==> src/rtl/uart_rx_if.sv <==
// Receiver-side signal bundle for uart_rx: the serial line in, and the
// parallel word, strobe and status flags out.
interface uart_rx_if #(
  parameter int NUM_DATA_BITS = 8
);
  logic                     i_rx;
  logic [NUM_DATA_BITS-1:0] o_rxByte;
  logic                     o_rxDoneStrobe;
  logic                     o_rxActive;
  logic                     o_errorFlag;

  // Line side: drives the serial input and consumes the received words.
  modport master (
    output i_rx,
    input  o_rxByte, o_rxDoneStrobe, o_rxActive, o_errorFlag
  );

  // Receiver side: samples the serial input and produces the words.
  modport slave (
    input  i_rx,
    output o_rxByte, o_rxDoneStrobe, o_rxActive, o_errorFlag
  );
endinterface

==> src/rtl/uart_rx.sv <==
// UART receiver (start bit, NUM_DATA_BITS data bits LSB first, one stop bit).
// Synchronises the asynchronous line, validates the start bit at mid-bit,
// samples data at mid-bit, checks the stop bit, and publishes whole words only.
module uart_rx #(
  parameter int CLKS_PER_BIT  = 217,
  parameter int NUM_DATA_BITS = 8
) (
  input  logic     i_clk,
  input  logic     i_resetN,
  uart_rx_if.slave bus
);

  localparam logic [15:0] HALF     = 16'((CLKS_PER_BIT - 1) / 2);
  localparam logic [15:0] BIT_END  = 16'(CLKS_PER_BIT - 1);
  localparam logic [3:0]  LAST_IDX = 4'(NUM_DATA_BITS - 1);

  typedef enum logic [2:0] {
    S_IDLE,
    S_START,
    S_DATA,
    S_STOP,
    S_BREAK
  } state_t;

  logic                     rx_meta_q;
  logic                     rx_sync_q;
  state_t                   state_q;
  logic [15:0]              cnt_q;
  logic [3:0]               bit_idx_q;
  logic [NUM_DATA_BITS-1:0] shift_q;
  logic [NUM_DATA_BITS-1:0] shift_d;
  logic [NUM_DATA_BITS-1:0] rx_byte_q;
  logic                     strobe_q;
  logic                     active_q;
  logic                     error_q;

  // Two-flop synchroniser; resets to the idle (high) line level so reset
  // release never looks like a start bit.
  always_ff @(posedge i_clk or negedge i_resetN) begin
    if (!i_resetN) begin
      rx_meta_q <= 1'b1;
      rx_sync_q <= 1'b1;
    end else begin
      // NOTE: non-blocking so rx_sync_q takes the old rx_meta_q, giving two real flop stages.
      rx_meta_q <= bus.i_rx;
      rx_sync_q <= rx_meta_q;
    end
  end

  // New bit enters at the top and earlier bits move down, so after the last
  // data bit the first-received bit sits in bit 0 (LSB first).
  assign shift_d = NUM_DATA_BITS'({rx_sync_q, shift_q} >> 1);

  // Frame state machine with registered outputs.
  always_ff @(posedge i_clk or negedge i_resetN) begin
    if (!i_resetN) begin
      state_q   <= S_IDLE;
      cnt_q     <= '0;
      bit_idx_q <= '0;
      // NOTE: the shift register is reset too; it is small and this keeps simulation free of X.
      shift_q   <= '0;
      rx_byte_q <= '0;
      strobe_q  <= 1'b0;
      active_q  <= 1'b0;
      error_q   <= 1'b0;
    end else begin
      strobe_q <= 1'b0;
      case (state_q)
        S_IDLE: begin
          cnt_q <= '0;
          if (!rx_sync_q) begin
            state_q  <= S_START;
            active_q <= 1'b1;
          end
        end

        S_START: begin
          if (cnt_q == HALF) begin
            cnt_q     <= '0;
            bit_idx_q <= '0;
            if (!rx_sync_q) begin
              state_q <= S_DATA;
            end else begin
              // Line returned high before mid-bit: a glitch, not a frame.
              state_q  <= S_IDLE;
              active_q <= 1'b0;
            end
          end else begin
            cnt_q <= cnt_q + 16'd1;
          end
        end

        S_DATA: begin
          if (cnt_q == BIT_END) begin
            cnt_q   <= '0;
            shift_q <= shift_d;
            if (bit_idx_q == LAST_IDX) begin
              state_q <= S_STOP;
            end else begin
              bit_idx_q <= bit_idx_q + 4'd1;
            end
          end else begin
            cnt_q <= cnt_q + 16'd1;
          end
        end

        S_STOP: begin
          if (cnt_q == BIT_END) begin
            cnt_q    <= '0;
            active_q <= 1'b0;
            if (rx_sync_q) begin
              rx_byte_q <= shift_q;
              strobe_q  <= 1'b1;
              state_q   <= S_IDLE;
            end else begin
              // Framing error: keep the last good word, flag it, and wait
              // for the line to go high so a break cannot retrigger.
              error_q <= 1'b1;
              state_q <= S_BREAK;
            end
          end else begin
            cnt_q <= cnt_q + 16'd1;
          end
        end

        S_BREAK: begin
          if (rx_sync_q) begin
            state_q <= S_IDLE;
          end
        end

        default: begin
          state_q  <= S_IDLE;
          active_q <= 1'b0;
        end
      endcase
    end
  end

  assign bus.o_rxByte       = rx_byte_q;
  assign bus.o_rxDoneStrobe = strobe_q;
  assign bus.o_rxActive     = active_q;
  assign bus.o_errorFlag    = error_q;

endmodule

==> src/flat_wrapper.sv <==
// flat-port wrapper written by rule: the top's interface ports become plain ports
module uart_rx_flat 
#(
  parameter int CLKS_PER_BIT  = 217,
  parameter int NUM_DATA_BITS = 8
)
  (i_clk, i_resetN, bus_i_rx, bus_o_rxByte, bus_o_rxDoneStrobe, bus_o_rxActive, bus_o_errorFlag);
  uart_rx_if #(.NUM_DATA_BITS(NUM_DATA_BITS)) bus_i ();
  input  logic i_clk;
  input  logic i_resetN;
  input wire logic [$bits(bus_i.i_rx)-1:0] bus_i_rx;
  output wire logic [$bits(bus_i.o_rxByte)-1:0] bus_o_rxByte;
  output wire logic [$bits(bus_i.o_rxDoneStrobe)-1:0] bus_o_rxDoneStrobe;
  output wire logic [$bits(bus_i.o_rxActive)-1:0] bus_o_rxActive;
  output wire logic [$bits(bus_i.o_errorFlag)-1:0] bus_o_errorFlag;
  assign bus_i.i_rx = bus_i_rx;
  assign bus_o_rxByte = bus_i.o_rxByte;
  assign bus_o_rxDoneStrobe = bus_i.o_rxDoneStrobe;
  assign bus_o_rxActive = bus_i.o_rxActive;
  assign bus_o_errorFlag = bus_i.o_errorFlag;
  uart_rx #(.CLKS_PER_BIT(CLKS_PER_BIT), .NUM_DATA_BITS(NUM_DATA_BITS)) u_core (.i_clk(i_clk), .i_resetN(i_resetN), .bus(bus_i));
endmodule
==> config.mk <==
export PLATFORM = sky130hd
export DESIGN_NAME = uart_rx_flat
export DESIGN_NICKNAME = d
export VERILOG_FILES = /design/src/rtl/uart_rx_if.sv /design/src/rtl/uart_rx.sv /design/src/flat_wrapper.sv
export SDC_FILE = /design/constraint.sdc
export NUM_CORES = 1
export LEC_CHECK = 0
export BUFFER_PORTS_ARGS = -buffer_cell sky130_fd_sc_hd__buf_2
export CAP_MARGIN = 20
export CORE_ASPECT_RATIO = 0.9
export CORE_MARGIN = 2
export CORE_UTILIZATION = 65
export CTS_BUF_LIST = sky130_fd_sc_hd__clkbuf_8
export DETAILED_ROUTE_END_ITERATION = 7
export PLACE_DENSITY_LB_ADDON = 0.08
export REMOVE_ABC_BUFFERS = 1
export SETUP_SLACK_MARGIN = 0.1
export SLEW_MARGIN = 10
export SYNTH_ARGS = -nofsm -noshare
export SYNTH_HDL_FRONTEND = slang
export SYNTH_SLANG_ARGS = --single-unit
==> constraint.sdc <==
create_clock -name i_clk -period 3 [get_ports i_clk]
set_input_delay 0.6 -clock i_clk [delete_from_list [all_inputs] [get_ports i_clk]]
set_output_delay 0.6 -clock i_clk [all_outputs]
set_load 0.1 [all_outputs]
# After elaboration in Yosys (flattened, before gate mapping)
# Index checks and enable logic that the tools add are counted.
# Widths: inputs -> output; s select.
# word_totals
regBits,44
input_bits,3
word_cells,64
out_inout_bits,11
# op_classes
n_eq_ne,15
addsub,2
bitwise_logic,2
muxes,24
n_reduce_logical,11
# op_table
operator,count
$pmux 16 s3,1
$mux 16,2
$mux 3,7
$add 16x1->16 const B,1
$eq 16x7->1 const B,1
$eq 16x8->1 const B,1
$pmux 3 s5,1
$mux 4,3
$ne 2x1->1 const B,6
$pmux 4 s2,1
$mux 1,7
$eq 3x2->1 const B,2
$reduce_and 3->1,2
$reduce_and 6->1,1
$reduce_and 5->1,1
$add 4x1->4 const B,1
$eq 4x3->1 const B,1
$ne 2x2->1 const B,2
$pmux 1 s4,1
$reduce_and 4->1,1
$reduce_or 2->1,2
$eq 3x1->1 const B,1
$eq 3x3->1 const B,1
$logic_not 3->1,1
other kinds (5),6

# Longest topological paths before layout
# logic_depth
word_depth,4
ltp_mapped,8
ltp_nobuf,7

# Worst setup path before layout
# OpenSTA, ideal clock, no wires.
# synth_timing
kind,register -> register
start,reg u_core.cnt_q[0]
end,reg u_core.state_q[2]
n_path_buf,0
setup_time_ps,95
setup_slack_ps,1114
required_time_ps,2905
path_stages_with_launch,8
synth_period_minus_slack_ps,1886
arrival_ps,1790
path_cell_list,dfrtp_1 -> inv_1 -> ha_1 -> and4bb_1 -> nand4_1 -> a22o_1 -> or4_1 -> o31ai_1
# synth_between
elab_chain_cells,3
elab_cells_between_ends,6
cone_classes,eq/ne (5); reduce/logical (1)
# synth_rtl
element,line_no,source
start: declaration,uart_rx.sv:28,logic [15:0] cnt_q;
start signal: assignment,uart_rx.sv:89,cnt_q <= cnt_q + 16'd1;
start signal: assignment,uart_rx.sv:103,cnt_q <= cnt_q + 16'd1;
start signal: assignment,uart_rx.sv:122,cnt_q <= cnt_q + 16'd1;
$eq 16x8->1 / $eq 16x7->1 (equally long branches),"uart_rx.sv:94, uart_rx.sv:108, uart_rx.sv:78",
$ne 2x1->1 (no line),--,
$reduce_and 6->1 (no line) (*),--,
end signal: assignment,uart_rx.sv:98,state_q <= S_STOP;
end signal: assignment,uart_rx.sv:114,state_q <= S_IDLE;
end signal: assignment,uart_rx.sv:119,state_q <= S_BREAK;
end: declaration,uart_rx.sv:27,state_t state_q;
# Every way passes the cells marked *; elsewhere a longest branch is shown, timed or not.
# A chain may end at the register's enable or synchronous reset.

# Worst setup path in the final report
# layout_timing
start,reg u_core.cnt_q[13]
end,reg u_core.state_q[2]
# The elaborated chain is that of the path after synthesis.

==> results.json <==
{
  "timing_worst_setup_path_type": "flop to flop",
  "synthXorXnorAreaFrac": 0.0245,
  "insertion_delay_ns": 0.29,
  "gp_congestion": 0.934,
  "worst_pin_slew_ns": 0.925,
  "layout_setup_ws_ns": 0.585,
  "fillers": 199,
  "grt_pass1_vias": 1540,
  "period_share": 0.805,
  "synthAdderAreaFrac": 0.0175,
  "post-place-ws_ns": 0.612,
  "grt_usage": 0.261,
  "async_flop_share": 1.00,
  "areaGrowthSynthToFinish_pct": 9.67,
  "ys_ff_latch": 44,
  "worstPathArrival_ns": 2.62,
  "clock-sinks": 44,
  "drcViolationCount": 0,
  "cts_resized": 0,
  "numCtsBuffers": 5,
  "core_area_um2": 3110,
  "synth_top_flop_cell": "dfrtp_1",
  "setup_viol": 0,
  "worstHoldStart": "u_core.rx_meta_q",
  "powerDensity_nw_per_um2": 453,
  "status": "finished clean",
  "synth_compound_area_frac": 0.108,
  "whs_path_depth": 0,
  "setup_tns_ns": 0,
  "dieHeight_um": 58.5,
  "synth-simple-area-share": 0.207,
  "relSlewSlack": 0.383,
  "r2r_setup_slack_ns": 0.59,
  "netlist_instances": 202,
  "drive_above_1_share": 0.227,
  "drv_cap": 0,
  "io_buffers": 13,
  "wire_per_inst_um": 16.9,
  "cts_tree": "yes",
  "drtIter0Drc": 150,
  "dpl_cell_area_um2": 2240,
  "hpwl_mm": 3.05,
  "skew_ns": 0.00473,
  "synth.distinct_cells": 43,
  "leakagePower_nw": 1.13,
  "clk_pin_slew_worst_paths_ns": 0.09,
  "cts_setup_buffers": 0,
  "cts_root_buf": "clkbuf_8",
  "synth_edf_count": 0,
  "die_w_um": 64.6,
  "rsz0062_at_grt": "false",
  "gr-total-overflow": 0,
  "hold-path-endpoint": "u_core.rx_sync_q",
  "grt_max_degree": 45,
  "clock_path_buffers": 2,
  "synth_top_family_by_area": "simple AND/OR/NAND/NOR gates",
  "regToRegStartpoint": "u_core.cnt_q[13]",
  "row_count": 19,
  "r2r-end": "u_core.state_q[2]",
  "antenna_found_initial": 0,
  "grt_pass1_wl_mm": 7.27,
  "start_kind": "flop",
  "hold_viol_final": 0,
  "syn_avg_cell_area_um2": 10.6,
  "hold_class": "flop to flop",
  "peakVddDrop_v": 0.000410,
  "ant_nets": 0,
  "reg2reg_depth": 5,
  "die_area_um2": 3780,
  "yosysSeqAreaShare": 0.514,
  "end_kind": "flop",
  "start_util": 0.690,
  "fin_crit_ns": 2.41,
  "diodes": 0,
  "wl_mm": 4.36,
  "syn_area_um2": 2150,
  "htreeDepth": 2,
  "worst_hold_slack_ns": 0.360,
  "synth.area.mux_share": 0.0996,
  "cp_max_fo": 24,
  "fmax_mhz": 414,
  "nets": 221,
  "cts_hold_buf": 0,
  "yosys_warnings": 0,
  "slew_viol_final": 0,
  "vias": 1603,
  "multiInputGateArea_um2": 981,
  "seq_area_um2": 1100,
  "final_area_um2": 2360,
  "worstPathRequired_ns": 3.20,
  "via_per_inst": 6.21,
  "firstDrtPassIters": 4,
  "pin_count": 14
}
-- cells by family after synthesis --
| logic type | after synthesis |
|---|---|
| compound gates | 34 |
| xor+xnor | 6 |
| fa+ha+maj | 3 |
| buf+inv | 16 |
| flops | 44 |
| mux | 19 |
| simple gates | 80 |
-- cells in the final DEF (no fill, tap or decap), types with 3 or more instances in the layout --
cell	instances
nor2_1	20
mux2_2	18
o21ai_0	6
xnor2_1	3
a21oi_1	7
nand3b_1	3
a31oi_1	4
clkbuf_8	5
xor2_1	3
dfrtp_1	42
buf_2	13
nand2b_1	3
nand4_1	6
inv_1	8
nand3_1	13
and3_1	3
nand2_1	13
ha_1	3
a22o_1	7
-- worst max-delay path, cell delays in order, from the launching register on --
cell and delay (ns):
dfrtp_1 0.46, nor4_2 0.40, nand4_1 0.25, a22o_1 0.52
or4_1 0.60, o31ai_1 0.09
-- cells in the mapped netlist, types with 2 or more instances --
master,number,area share
a21o_1,2,0.0070
a21oi_1,7,0.016
a22o_1,7,0.029
a31oi_1,4,0.012
and3_1,3,0.0087
and4bb_1,2,0.012
buf_2,3,0.0070
clkbuf_1,5,0.0087
dfrtp_1,42,0.49
dfstp_2,2,0.024
ha_1,3,0.017
inv_1,8,0.014
mux2_2,18,0.094
nand2_1,13,0.023
nand2b_1,3,0.0087
nand3_1,13,0.030
nand3b_1,3,0.010
nand4_1,6,0.017
nor2_1,20,0.035
nor2b_1,2,0.0058
nor3_1,2,0.0047
nor4_1,2,0.0058
o21ai_0,6,0.014
o21ai_1,2,0.0047
or3b_2,2,0.0082
xnor2_1,3,0.012
xor2_1,3,0.012
-- state kept, by name, indices dropped and copies added, names as in the netlist --
| name | flops |
|---|---|
| u_core.bit_idx_q | 4 |
| u_core.state_q | 3 |
| u_core.shift_q | 8 |
| u_core.rx_meta_q | 1 |
| u_core.cnt_q | 16 |
| u_core.bus.o_rxActive | 1 |
| u_core.bus.o_rxByte | 8 |
| u_core.bus.o_errorFlag | 1 |
| u_core.rx_sync_q | 1 |
| u_core.bus.o_rxDoneStrobe | 1 |
-- worst max path at each step --
stage / start / to
3_3_place_gp: u_core.cnt_q[13] / u_core.state_q[2]
5_1_grt: u_core.cnt_q[13] / u_core.state_q[2]
2_1_floorplan: u_core.cnt_q[0] / u_core.state_q[2]
4_1_cts: u_core.cnt_q[13] / u_core.state_q[2]
3_5_place_dp: u_core.cnt_q[13] / u_core.state_q[2]
6_report: u_core.cnt_q[13] / u_core.state_q[2]
-- stage by stage --
step | power (mW) | util | std cells
global placement | 0.623 | 0.719 | 250
finish | 1.07 | 0.757 | 258
global route | 1.11 | 0.757 | 258
CTS | 1.08 | 0.757 | 258
detailed placement | 0.624 | 0.719 | 250
floorplan | 0.610 | - | 194
-- layer usage --
layer | up-vias | global-route usage | share of wire
met5 | - | 0 | 0
met4 | 0 | 0.100 | 0.0099
met3 | 5 | 0.0822 | 0.057
met2 | 61 | 0.427 | 0.51
met1 | 782 | 0.331 | 0.42
li1 | 755 | - | -
-- where the power goes --
part,switching (mW),internal [mW]
clock network,0.205,0.251
logic,0.0117,0.00241
registers,0.00161,0.595
total,0.219,0.848
-- cell type report --
| class | count | share of cell area |
|---|---|---|
| sequential | 44 | 0.468 |
| multi-input combinational | 142 | 0.416 |
| timing repair buffer | 14 | 0.0308 |
| clock buffer | 5 | 0.0292 |
| tap | 42 | 0.0223 |
| clock inverter | 3 | 0.0202 |
| inverter | 8 | 0.0127 |
No activity file was read; power rests on OpenSTA's default activity.
